`src/rtl/addsub_unit_pkg.sv`:
```
// Shared opcode encodings and the registered flag bundle for the add/sub unit.
package addsub_unit_pkg;

  localparam logic [2:0] OP_SUB     = 3'd0;
  localparam logic [2:0] OP_ADD     = 3'd1;
  localparam logic [2:0] OP_SATSUB  = 3'd2;
  localparam logic [2:0] OP_SATADD  = 3'd3;
  localparam logic [2:0] OP_ACCLOAD = 3'd4;
  localparam logic [2:0] OP_ACCSUB  = 3'd5;
  localparam logic [2:0] OP_ACCADD  = 3'd6;
  localparam logic [2:0] OP_RSVD    = 3'd7;

  typedef struct packed {
    logic carry;
    logic overflow;
    logic zero;
    logic err;
  } flags_t;

endpackage

```
`src/rtl/addsub_core.sv`:
```
// Combinational arithmetic for one beat: (a, b, op) -> result and flags.
// For accumulator ops b carries ACC, so ACCSUB computes b - a.
module addsub_core
  import addsub_unit_pkg::*;
#(
  parameter int WIDTH = 8
) (
  input  logic [WIDTH-1:0] a,
  input  logic [WIDTH-1:0] b,
  input  logic [2:0]       op,
  output logic [WIDTH-1:0] out,
  output flags_t           flags
);

  localparam int MSB = WIDTH - 1;

  logic [WIDTH:0] sum;
  logic [WIDTH:0] dif_ab;
  logic [WIDTH:0] dif_ba;
  logic           ovf_add;
  logic           ovf_ab;
  logic           ovf_ba;

  // Bit WIDTH of each result is the carry-out or the borrow.
  assign sum    = {1'b0, a} + {1'b0, b};
  assign dif_ab = {1'b0, a} - {1'b0, b};
  assign dif_ba = {1'b0, b} - {1'b0, a};

  assign ovf_add = (a[MSB] == b[MSB]) && (sum[MSB] != a[MSB]);
  assign ovf_ab  = (a[MSB] != b[MSB]) && (dif_ab[MSB] != a[MSB]);
  assign ovf_ba  = (a[MSB] != b[MSB]) && (dif_ba[MSB] != b[MSB]);

  always_comb begin
    out   = '0;
    flags = '0;
    case (op)
      OP_SUB: begin
        out            = dif_ab[MSB:0];
        flags.carry    = dif_ab[WIDTH];
        flags.overflow = ovf_ab;
      end
      OP_ADD: begin
        out            = sum[MSB:0];
        flags.carry    = sum[WIDTH];
        flags.overflow = ovf_add;
      end
      OP_SATSUB: begin
        out            = dif_ab[WIDTH] ? '0 : dif_ab[MSB:0];
        flags.carry    = dif_ab[WIDTH];
        flags.overflow = ovf_ab;
      end
      OP_SATADD: begin
        out            = sum[WIDTH] ? '1 : sum[MSB:0];
        flags.carry    = sum[WIDTH];
        flags.overflow = ovf_add;
      end
      OP_ACCLOAD: begin
        out = a;
      end
      OP_ACCSUB: begin
        out            = dif_ba[MSB:0];
        flags.carry    = dif_ba[WIDTH];
        flags.overflow = ovf_ba;
      end
      OP_ACCADD: begin
        out            = sum[MSB:0];
        flags.carry    = sum[WIDTH];
        flags.overflow = ovf_add;
      end
      default: begin
        flags.err = 1'b1;
      end
    endcase
    flags.zero = (out == '0);
  end

endmodule

```
`src/rtl/addsub_unit.sv`:
```
// Registered add/sub/accumulate stage; latency 1, one result register.
// Backpressure: io_in_ready drops while an undelivered result is held and the consumer is stalled.
module addsub_unit
  import addsub_unit_pkg::*;
#(
  parameter int WIDTH = 8
) (
  input  logic             clock,
  input  logic             reset,
  input  logic             io_in_valid,
  output logic             io_in_ready,
  input  logic [WIDTH-1:0] io_in1,
  input  logic [WIDTH-1:0] io_in2,
  input  logic [2:0]       io_op,
  output logic             io_out_valid,
  input  logic             io_out_ready,
  output logic [WIDTH-1:0] io_out,
  output logic             io_carry,
  output logic             io_overflow,
  output logic             io_zero,
  output logic             io_err
);

  logic             out_valid_q, out_valid_d;
  logic [WIDTH-1:0] out_q, out_d;
  logic [WIDTH-1:0] acc_q, acc_d;
  flags_t           flags_q, flags_d;

  logic             accept;
  logic             acc_src;
  logic             acc_wr;
  logic [WIDTH-1:0] core_b;
  logic [WIDTH-1:0] core_out;
  flags_t           core_flags;

  assign io_in_ready = !reset && (!out_valid_q || io_out_ready);
  assign accept      = io_in_valid && io_in_ready;
  assign acc_src     = (io_op == OP_ACCSUB) || (io_op == OP_ACCADD);
  assign acc_wr      = acc_src || (io_op == OP_ACCLOAD);
  assign core_b      = acc_src ? acc_q : io_in2;

  addsub_core #(.WIDTH(WIDTH)) u_core (
    .a     (io_in1),
    .b     (core_b),
    .op    (io_op),
    .out   (core_out),
    .flags (core_flags)
  );

  always_comb begin
    out_valid_d = out_valid_q;
    out_d       = out_q;
    flags_d     = flags_q;
    acc_d       = acc_q;
    if (accept) begin
      out_valid_d = 1'b1;
      out_d       = core_out;
      flags_d     = core_flags;
      if (acc_wr) begin
        acc_d = core_out;
      end
    end else if (io_out_ready) begin
      out_valid_d = 1'b0;
    end
  end

  always_ff @(posedge clock) begin
    if (reset) begin
      out_valid_q <= 1'b0;
      out_q       <= '0;
      flags_q     <= '0;
      acc_q       <= '0;
    end else begin
      out_valid_q <= out_valid_d;
      out_q       <= out_d;
      flags_q     <= flags_d;
      acc_q       <= acc_d;
    end
  end

  assign io_out_valid = out_valid_q;
  assign io_out       = out_q;
  assign io_carry     = flags_q.carry;
  assign io_overflow  = flags_q.overflow;
  assign io_zero      = flags_q.zero;
  assign io_err       = flags_q.err;

endmodule

```
`config.mk`:
```
export PLATFORM = sky130hd
export DESIGN_NAME = addsub_unit
export DESIGN_NICKNAME = d
export VERILOG_FILES = /design/src/rtl/addsub_unit_pkg.sv /design/src/rtl/addsub_core.sv /design/src/rtl/addsub_unit.sv
export SDC_FILE = /design/constraint.sdc
export NUM_CORES = 1
export LEC_CHECK = 0
export ABC_AREA = 1
export BUFFER_PORTS_ARGS = -buffer_cell sky130_fd_sc_hd__clkbuf_2
export CAP_MARGIN = 20
export CORE_MARGIN = 2
export CORE_UTILIZATION = 63
export CTS_CLUSTER_DIAMETER = 200
export DETAILED_ROUTE_END_ITERATION = 16
export PLACE_DENSITY = 0.89
export SKIP_LAST_GASP = 1
export SYNTH_ARGS = -nofsm -noshare
export SYNTH_HDL_FRONTEND = slang
export SYNTH_SLANG_ARGS = --single-unit
```
`constraint.sdc`:
```
create_clock -name clock -period 4.28 [get_ports clock]
set_input_delay 0 -clock clock [delete_from_list [all_inputs] [get_ports clock]]
set_output_delay 0 -clock clock [all_outputs]
set_load 0.02 [all_outputs]
```
==> metrics.txt, run 1 <==
LEAKAGE 1.61 nW; pin count of the biggest net entering global routing 19; CTS Buf Count 3; post-DP HPWL 5600 um; CTS tree done; DIE AREA 0.00448 mm^2; Yosys top cell area share 16.9%; CTS Buffer Depth 2; top-count cell post-synth nand2_1; max frequency 0.362 GHz; CP startpoint io_op[2]; R2R cell count 17; Resize count post-CTS 0; IO Pins 37; WL final 6890 um; fin crit period 2.76 ns; Synth Instances 427; syn nets 480; DR iter-0 viols 260; Hold WC Path Type input port to flip-flop; Final Hold Fails 0; Chip Height 66.9 um; flop-to-flop setup slack 1.73 ns; router iterations before antenna repair 5; max cap viols 0; Via density 5.50; cell taking the most area after synthesis dfxtp_1; PwrDens 251 mW/mm^2; CP max FO 16; Tcrit/Tclk final 64.6%; core area 0.00374 mm^2; most frequent cells after synthesis 112 x nand2_1, 79 x inv_1, 49 x nand3_1; Placed Instance Area 0.00269 mm^2; clk root buf clkbuf_8; clock sink count 21; Post-Syn Area per Cell 5.84 um^2; total grt overflow 0; vias in the first global route 2449; Cell variety after synth 31; number of synthesized flops with an enable pin 0; Layout Nets 515; htree depth 1; port buffer count 36; Synth Cell Area 0.00249 mm^2; setup TNS 0 ns; critical path type input port to flip-flop; crit end category flip-flop; Fin Hold WS 0.0657 ns; gr usage total 31.9%; clk slew on worst S/H paths 0.08 ns; # fillers 332; worst r2r dst io_zero; Slew Limit Fails 0; routed vias 2799; most used flip-flop cell after synthesis dfxtp_1; Synth-to-Final Area Change 10.6%; Critical Path Start Type input port; Ys Warns 0; setup violators final 0; first-pass GRT wire length 10800 um; Horiz. Die Dim 66.9 um; register area share after synthesis 16.9%; status complete, no violations; Design Area, Final 0.00276 mm^2; Yosys reg bits 21; Synth area leaders dfxtp_1 17%, nand2_1 17%, ha_1 14%; Routed Antenna Nets 0; initial antenna violation count 0; share of synthesized registers carrying an async set or reset 0%; Wirelength per Cell 13.5 um; Worst-Margin Slew 0.839 ns; Placer Congestion 0.952; share of layout cells above drive strength 1 12.1%; reg2reg start acc_q[1]; Tot Pwr 692 uW; Starting Density 66.6%; relative slew slack 43.9%; WP data arrival 2.97 ns; peak supply drop 0.203 mV; CP required 4.48 ns; crit path to io_zero; Core Rows 22; skew final 0.00854 ns; # DRC 0; RSZ-0062 raised after global routing false; Diodes inserted 0; clock latency on the worst-skew pair 0.27 ns
==> report_power, final <==
part / switching, mW / internal, mW
Combinational: 0.231 / 0.113
Sequential: 0.00751 / 0.210
Clock: 0.0664 / 0.0650
==> layer usage <==
layer  track usage, %  up-vias  wire length, um  part of all wire [%]
met2             55.8      141             3220                    47
met1             40.7     1227             2990                    43
met3             6.25       14              590                   8.6
li1                 -     1417                -                     -
met5                0        -                0                     0
met4             5.61        0               92                   1.3
==> cells by family (layout without fill, tap and decap cells) <==
logic type	count (synthesis)	after routing	synth area share, %
AOI/OAI and AO/OA	58	58	13.1
adders and majority gates	30	30	16.0
and+or+nand+nor	224	224	38.7
buffers and inverters	90	124	14.0
xor gates and xnor gates	4	4	1.41
DFF	21	21	16.9
==> critical path, cell delays in order <==
cell      delay (ns)
clkbuf_2        0.20
nand2_1         0.12
nor2_2          0.44
o21ai_0         0.31
ha_1            0.48
inv_2           0.08
nor2_1          0.31
and2_1          0.21
nand2_1         0.08
nand3_1         0.09
nand2_1         0.10
nand2_1         0.08
nand4_1         0.14
nor2_1          0.13
nand3_1         0.09
a21oi_2         0.14
==> sequential cells by signal, indices dropped and copies added (netlist names) <==
register / count
acc_q: 8
io_out: 8
io_carry: 1
io_err: 1
io_out_valid: 1
io_overflow: 1
io_zero: 1
==> how the worst min path moves through the flow <==
stage                 startpoint      endpoint  slack [ns]  cells after the start
finish              io_out_ready  io_out_valid        0.07                      4
detailed placement   io_in_valid  io_out_valid        0.27                      3
global route        io_out_ready  io_out_valid        0.10                      4
global placement     io_in_valid  io_out_valid        0.22                      3
floorplan                  reset       io_zero        0.06                      1
CTS                 io_out_ready  io_out_valid        0.07                      4
==> stage by stage <==
step | worst slack [ns] | cells | util (%)
3_3_place_gp | 1.40 | 503 | 71.9
6_report | 1.52 | 509 | 73.7
4_1_cts | 1.56 | 509 | 73.7
2_1_floorplan | 1.70 | 427 | -
3_5_place_dp | 1.31 | 503 | 71.9
5_1_grt | 1.20 | 509 | 73.7
==> cell type report <==
cell class	count	area, um^2	area share [%]
Timing Repair Buffer	38	200	7.26
Clock buffer	3	41.3	1.50
Multi-Input combinational cell	316	1720	62.5
Clock inverter	1	5.00	0.181
Inverter	82	308	11.2
Tap cell	48	60.1	2.18
Sequential cell	21	420	15.2
==> placed cells by master, fill, tap and decap left out, drive strengths merged, types with 3 or more instances in the layout <==
cell type / netlist / routed
a21oi: 24 / 24
clkbuf: 3 / 39
dfxtp: 21 / 21
fa: 3 / 3
ha: 27 / 27
inv: 82 / 82
nand2: 118 / 118
nand3: 50 / 50
nand4: 7 / 7
nor2: 45 / 45
o211ai: 4 / 4
o21ai: 22 / 22
xor2: 3 / 3
==> what timing repair did <==
item	in CTS	in global routing
setup buffers	0	0
hold buffers	2	0
hold endpoints to repair	2	0
Note: power is estimated with default switching activity, not from simulation.
==> run 2, diff against run 1 <==
CORE_UTILIZATION = 58   (was 63)
PLACE_DENSITY = 0.83   (was 0.89)
clock period = 2.6 ns   (was 4.28 ns; I/O delays follow)
==> metrics.txt, run 2 (synthesis gave the netlist of run 1 again) <==
IO Pins 37 (unchanged); port buffer count 36 (unchanged); critical path type flip-flop to flip-flop (was input port to flip-flop); CP max FO 4 (was 16); gr usage total 30.9% (was 31.9%); Final WS setup 0.242 ns (was 1.52 ns); status complete, no violations (unchanged); Routed Antenna Nets 0 (unchanged); post-DP HPWL 5960 um (was 5600 um); Wirelength per Cell 13.2 um (was 13.5 um); critical path cell sequence nand2_1, o21ai_0, buf_4, ha_1, inv_1, nor2_1, buf_4, nand3_1, nand3_1, nand2_1, nand2_1, nor2_1, nor2_1, nand2_1, nor2_1, nand3_1, a21oi_2 (was clkbuf_2, nand2_1, nor2_2, o21ai_0, ha_1, inv_2, nor2_1, and2_1, nand2_1, nand3_1, nand2_1, nand2_1, nand4_1, nor2_1, nand3_1, a21oi_2); Critical Path Start Type flip-flop (was input port); CP required 2.80 ns (was 4.48 ns); routed vias 2990 (was 2799); Crit-path slowest cell dfxtp_1 (was ha_1); Placed Instance Area 0.00300 mm^2 (was 0.00269 mm^2); CTS Buffer Depth 2 (unchanged); Gate power share 54.3% (was 49.6%); share of layout cells above drive strength 1 19.7% (was 12.1%); CTS Buf Count 3 (unchanged); Psw 518 uW (was 305 uW); max frequency 0.424 GHz; Tot Pwr 1.24 mW (was 692 uW); Internal Pwr Total 727 uW (was 387 uW); Final Util 75.8% (was 73.7%); # fillers 340 (was 332); pin count of the biggest net entering global routing 17 (was 19); crit end category flip-flop (unchanged); Placer Congestion 0.947 (was 0.952); Slew Limit Fails 0 (unchanged); Chip Height 69.6 um (was 66.9 um); CTS tree done (unchanged); post-place setup slack -0.0627 ns (was 1.31 ns); Starting Density 61.5% (was 66.6%); router iterations before antenna repair 7 (was 5); WP data arrival 2.56 ns (was 2.97 ns); area of the multi-input gates 0.00173 mm^2 (was 0.00172 mm^2); Layout Nets 556 (was 515); Horiz. Die Dim 69.6 um (was 66.9 um); # DRC 0 (unchanged); DR iter-0 viols 230 (was 260); relative slew slack 56.2% (was 43.9%); max incr delay on CP 0.31 ns (was 0.48 ns); most common cell after layout, fill and taps aside nand2_1 (unchanged); skew final 0.000941 ns (was 0.00854 ns); clock power share 16.9% (was 19.0%); Hold WC Path Type input port to flip-flop (unchanged); clk slew on worst S/H paths 0.07 ns (was 0.08 ns); clock sink count 21 (unchanged); first-pass GRT wire length 12200 um (was 10800 um); PwrDens 405 mW/mm^2 (was 251 mW/mm^2); Worst-Margin Slew 0.657 ns (was 0.839 ns); Synth-to-Final Area Change 23.4% (was 10.6%); fin crit period 2.36 ns; Diodes inserted 0 (unchanged); clk root buf clkbuf_8 (unchanged); sw frac 41.6% (was 44.0%); DIE AREA 0.00484 mm^2 (was 0.00448 mm^2); WL final 7300 um (was 6890 um); Reg area 420 um^2 (unchanged); initial antenna violation count 0 (unchanged); RSZ-0062 raised after global routing false (unchanged); max cap viols 0 (unchanged); LEAKAGE 1.81 nW (was 1.61 nW); Core Rows 23 (was 22); Sequential Power Share 28.8% (was 31.4%); total grt overflow 0 (unchanged); vias in the first global route 2763 (was 2449); clock latency on the worst-skew pair 0.26 ns (was 0.27 ns); htree depth 1 (unchanged); setup violators final 0 (unchanged); Via density 5.42 (was 5.50); core area 0.00406 mm^2 (was 0.00374 mm^2); most frequent cells in the layout 112 x nand2_1, 79 x inv_1, 49 x nand3_1, 41 x buf_4, 40 x nor2_1 (was 112 x nand2_1, 79 x inv_1, 49 x nand3_1, 42 x nor2_1, 36 x clkbuf_2); peak supply drop 0.323 mV (was 0.203 mV); Design Area, Final 0.00308 mm^2 (was 0.00276 mm^2); Final Hold Fails 0 (unchanged); Tcrit/Tclk final 90.7%
run 2: critical path, delay by kind of cell (launching register included):
kind / cells / cell delay, ns
and+or+nand+nor: 11 / 1.13
buffers and inverters: 3 / 0.37
DFF: 1 / 0.31
adders and majority gates: 1 / 0.30
AOI/OAI and AO/OA: 2 / 0.19
run 2: routing by layer:
layer	GRT usage, %	wire length [um]
met2	53.5	3520
met4	6.32	91
met1	40.8	3300
met3	4.36	385
met5	0	0
run 2: what timing repair did:
item                       4_1_cts  5_1_grt
hold endpoints to repair         4        0
hold buffers                     2        0
setup endpoints to repair        0        3
setup buffers                    0        1
resized for setup                0        6
run 2: power groups by stage:
stage               combinational, mW  clock (mW)  sequential, mW
floorplan                       0.384           0           0.385
global placement                0.644           0           0.363
detailed placement              0.653           0           0.365
CTS                             0.661       0.212           0.357
global route                    0.751       0.227           0.361
finish                          0.676       0.211           0.358
run 2: worst paths after layout:
| check | from | to | slack (ns) | cells past startpoint |
|---|---|---|---|---|
| hold reg to reg | io_carry | io_carry | 0.47 | 2 |
| setup / recovery | acc_q[3] | io_zero | 0.24 | 17 |
| hold / removal | io_out_ready | io_out_valid | 0.03 | 4 |
| setup reg to reg | acc_q[3] | io_zero | 0.24 | 17 |
run 2: stage by stage:
step	cells	TNS [ns]	hold WS, ns
2_1_floorplan	427	0	0.0624
3_3_place_gp	545	0	0.230
3_5_place_dp	545	-0.0837	0.243
4_1_cts	551	0	0.0400
5_1_grt	552	0	0.0529
6_report	552	0	0.0339
run 2: layout make-up:
type                    count  share of cell area, %
flip-flops and latches     21                   13.7
repair buffers             79                   16.5
multi-input cells         316                   56.3
inverters                  82                   10.0
well taps                  50                   2.03
clock buffers               4                   1.46
